`src/rtl/stream_out_queue.sv`:
```
// Transmitter end of the d/e/v/b page stream: buffers core tokens, drives the link, tracks EOS.
// Optional token counter enabled by defining STREAM_OUT_QUEUE_STATS_EN.
module stream_out_queue #(
  parameter int WIDTH = 9,
  parameter int DEPTH = 4,
  parameter int SLACK = 1
) (
  input  logic             clock,
  input  logic             reset,
  input  logic [WIDTH-1:0] in_d,
  input  logic             in_e,
  input  logic             in_v,
  output logic             in_b,
  output logic [WIDTH-1:0] out_d,
  output logic             out_e,
  output logic             out_v,
  input  logic             out_b,
  output logic             closed,
  output logic             proto_err,
  output logic [15:0]      tok_count
);

  localparam int AW = $clog2(DEPTH);
  localparam logic [AW:0] DEPTH_C = (AW+1)'(DEPTH);
  localparam logic [AW:0] THRESH  = (AW+1)'(DEPTH - SLACK);

  typedef enum logic [1:0] {OPEN, DRAIN, CLOSED} state_t;

  state_t          state, state_next;
  logic [WIDTH:0]  mem [DEPTH];
  logic [AW-1:0]   wr_ptr, rd_ptr, rd_ptr_next;
  logic [AW:0]     count, count_after_pop, count_next;
  logic            pop, push_ok, drop;
  logic [WIDTH:0]  head_next;
  logic            out_v_next;

  // count includes the token currently presented on out_*, so the out
  // register always mirrors the queue head rather than being an extra stage.
  always_comb begin
    pop             = out_v && !out_b;
    push_ok         = in_v && (state == OPEN) && ((count != DEPTH_C) || pop);
    drop            = in_v && !push_ok;
    count_after_pop = count - (AW+1)'(pop);
    count_next      = count_after_pop + (AW+1)'(push_ok);
    rd_ptr_next     = rd_ptr + AW'(pop);
    head_next       = mem[rd_ptr_next];
    if (count_after_pop == '0 && push_ok)
      head_next = {in_e, in_d};
    state_next = state;
    case (state)
      OPEN:    if (push_ok && in_e) state_next = DRAIN;
      DRAIN:   if (pop && out_e)    state_next = CLOSED;
      default: state_next = state;
    endcase
    out_v_next = (count_next != '0) && (state_next != CLOSED);
  end

  always_ff @(posedge clock) begin
    if (push_ok)
      mem[wr_ptr] <= {in_e, in_d};
  end

  always_ff @(posedge clock or negedge reset) begin
    if (!reset) begin
      state     <= OPEN;
      wr_ptr    <= '0;
      rd_ptr    <= '0;
      count     <= '0;
      out_v     <= 1'b0;
      out_d     <= '0;
      out_e     <= 1'b0;
      proto_err <= 1'b0;
    end else begin
      state  <= state_next;
      wr_ptr <= wr_ptr + AW'(push_ok);
      rd_ptr <= rd_ptr_next;
      count  <= count_next;
      out_v  <= out_v_next;
      if (out_v_next) begin
        out_d <= head_next[WIDTH-1:0];
        out_e <= head_next[WIDTH];
      end
      if (drop)
        proto_err <= 1'b1;
    end
  end

  // Held high through reset so the core never pushes into a flushing queue.
  assign in_b   = !reset || (count >= THRESH) || (state != OPEN);
  assign closed = (state == CLOSED);

`ifdef STREAM_OUT_QUEUE_STATS_EN
  logic [15:0] tok_q;

  always_ff @(posedge clock or negedge reset) begin
    if (!reset)
      tok_q <= '0;
    else if (pop && !out_e && tok_q != 16'hFFFF)
      tok_q <= tok_q + 16'd1;
  end

  assign tok_count = tok_q;
`else
  assign tok_count = '0;
`endif

endmodule
```
`config.mk`:
```
export PLATFORM = sky130hd
export DESIGN_NAME = stream_out_queue
export DESIGN_NICKNAME = d
export VERILOG_FILES = /design/src/rtl/stream_out_queue.sv
export SDC_FILE = /design/constraint.sdc
export NUM_CORES = 1
export LEC_CHECK = 0
export BUFFER_PORTS_ARGS = -buffer_cell sky130_fd_sc_hd__buf_4
export CELL_PAD_IN_SITES_DETAIL_PLACEMENT = 0
export CELL_PAD_IN_SITES_GLOBAL_PLACEMENT = 1
export CORE_ASPECT_RATIO = 0.7
export CORE_MARGIN = 3
export CORE_UTILIZATION = 50
export DETAILED_ROUTE_END_ITERATION = 7
export PLACE_DENSITY = 0.86
export SYNTH_ARGS = -nofsm -noshare
export SYNTH_HDL_FRONTEND = slang
export SYNTH_SLANG_ARGS = --single-unit
```
`constraint.sdc`:
```
create_clock -name clock -period 5.9 [get_ports clock]
set_input_delay 1.18 -clock clock [delete_from_list [all_inputs] [get_ports clock]]
set_output_delay 1.18 -clock clock [all_outputs]
set_load 0.02 [all_outputs]
```
==> metrics <==
vias=1352; crit share post-route=0.606; first-pass GRT wire length=6710 µm; Syn Area/Cell=16.6 µm²; RSZ-0062 raised after global routing=false; number of global-route vias before repair=1390; crit end category=flip-flop; WS Path Type=in2reg; die area=6230 µm²; Worst EP arrival=3.83 ns; Post-Synthesis Cells=160; VDD IR-drop max=0.242 mV; final WL=4260 µm; Synth cell types=33; Port Buf Inserts=27; Hold Fails Final Rpt=0; Die W=93.1 µm; Die H=67.0 µm; post-CTS sizing=0; Area growth, synth to finish=15.5%; final-report setup violation count=0; leak pwr=1.26 nW; Final nets=214; Site Rows=21; Placer Congestion=0.833; first drt pass iteration count=4; fraction of layout cells with a size suffix above 1=0.337; grt total ovfl=0; worst rel slew slack=0.243; number of buffers created by CTS=9; starting density of the core=0.537; hold crit path type=reg2reg; Antenna Cells=0; clk root buf=clkbuf_8; Detailed Route Iter0 Violations=44; CP required=6.16 ns; Power Total=1.58 mW; CTS tree=done; Setup TNS=0 ns; hpwl dp=2990 µm; initial antenna violation count=0; GRT Resource Usage Total=0.152; CTS sink count=61; Core ar.=4940 µm²; # Max-Cap Violations=0; H-tree levels=3; io pins=44; clk buf depth=2; fin. max-slew vios=0; Clk pin slew, worst setup/hold paths=0.06 ns; final setup skew=0.00753 ns; pin count of the biggest net entering global routing=23; Post-Syn Area=2660 µm²; DRC violations left=0; setup bufs post-CTS=0; WL/cell=15.9 µm; Ys Warns=0; hold buffers post-CTS=0; crit path launch type=primary input; Synth Register Bits=61; Fmax=280 MHz; status=complete, no violations; worst-margin pin slew=1.13 ns; Power Density=515 nW/µm²; register area share after synthesis=0.650; crit-path max FO=21; min cycle time layout=3.57 ns; vias per cell=5.04; Clk Latency, worst-skew pair=0.33 ns; post-route ant nets=0
-- cell type report --
| cell class | count | area (µm²) |
|---|---|---|
| Clock buffer | 10 | 128 |
| Clock inverter | 6 | 77.6 |
| Fill cell | 364 | 1870 |
| Inverter | 7 | 26.3 |
| Multi-Input combinational cell | 86 | 805 |
| Sequential cell | 61 | 1730 |
| Tap cell | 69 | 86.3 |
| Timing Repair Buffer | 29 | 218 |
-- final timing paths --
check	to	startpoint	cells past startpoint	slack [ns]
min in group asynchronous	count[1]	reset	1	0.72
max in group asynchronous	out_d[7]	reset	1	4.96
min reg2reg	proto_err	proto_err	1	0.47
max reg2reg	out_d[1]	count[2]	10	2.71
max	out_d[1]	out_b	11	2.33
min	proto_err	proto_err	1	0.47
-- sequential cells by signal, summed over array words and instances, names as in the netlist --
| register | count |
|---|---|
| mem | 40 |
| out_d | 9 |
| count | 3 |
| rd_ptr | 2 |
| state | 2 |
| wr_ptr | 2 |
| out_e | 1 |
| out_v | 1 |
| proto_err | 1 |
-- critical path: stages --
cell and delay [ns]:
buf_4 0.08, and2b_2 0.24, or2_0 0.24, nand2_1 0.18, inv_1 0.12, ha_1 0.20, ha_1 0.19, xnor3_1 0.23
a221oi_4 0.86, nor2_1 0.15, a21oi_2 0.15
-- where the power goes --
part           internal (mW)  switching [mW]  leakage [nW]
combinational          0.283           0.326         0.560
sequential             0.534          0.0573         0.595
clock                  0.233           0.146         0.105
total                   1.05           0.530          1.26
-- kinds of logic (layout without fill, tap and decap cells) --
group | Yosys count | count (layout) | synth area share
compound gates | 16 | 16 | 0.0561
xor+xnor | 4 | 4 | 0.0184
fa+ha+maj | 6 | 6 | 0.0283
buf+inv | 28 | 52 | 0.0716
flops | 61 | 61 | 0.650
mux | 20 | 20 | 0.123
other cells | 1 | 16 | 0.00141
simple gates | 24 | 24 | 0.0514
-- Yosys cell counts (all sizes together) --
cell / instances / area, µm²
a21o: 1 / 7.51
mux4: 10 / 225
nor3: 1 / 5.00
o2111ai: 1 / 8.76
edfxtp: 40 / 1200
nor2: 11 / 41.3
a21oi: 10 / 83.8
o2bb2ai: 1 / 8.76
nor4b: 1 / 8.76
and2: 1 / 6.26
a221oi: 1 / 26.3
nand2: 1 / 3.75
dfrtp: 21 / 526
o21ai: 1 / 5.00
nor3b: 3 / 22.5
mux2i: 10 / 100
conb: 1 / 3.75
inv: 7 / 26.3
xnor2: 1 / 8.76
a31o: 1 / 8.76
or3b: 1 / 8.76
or2: 1 / 6.26
xnor3: 1 / 22.5
and2b: 1 / 8.76
and4bb: 1 / 12.5
nor2b: 1 / 6.26
and3: 1 / 6.26
buf: 21 / 164
xor2: 2 / 17.5
ha: 6 / 75.1
-- per-layer routing --
layer,part of all wire,vias up,global-route usage
met1,0.42,668,0.181
met2,0.49,48,0.244
met3,0.073,7,0.0643
met5,0,-,0
met4,0.016,0,0.0676
li1,-,629,-
-- per-stage QoR --
step	instances	hold slack (ns)	area [µm²]	setup WS [ns]	util
finish	268	0.474	3070	2.33	0.621
global route	268	0.479	3070	2.16	0.621
CTS	268	0.474	3070	2.33	0.621
detailed placement	252	0.460	2860	1.98	0.579
global placement	252	0.454	2860	2.15	0.579
floorplan	175	0.472	2710	2.80	-
-- layout by cell type (no fill, tap or decap), types with 2 or more instances in the layout --
master | netlist | final
xor2_1 | 2 | 2
buf_4 | 16 | 29
clkinv_1 | 0 | 2
edfxtp_1 | 40 | 40
dfrtp_1 | 21 | 21
inv_1 | 7 | 7
nor3b_1 | 3 | 2
ha_1 | 6 | 6
conb_1 | 1 | 16
clkinv_2 | 0 | 2
clkbuf_8 | 0 | 9
nor2_1 | 11 | 11
bufinv_16 | 0 | 2
a21oi_2 | 9 | 9
mux4_2 | 10 | 10
mux2i_1 | 10 | 10
Power figures use the tool's default switching activity.
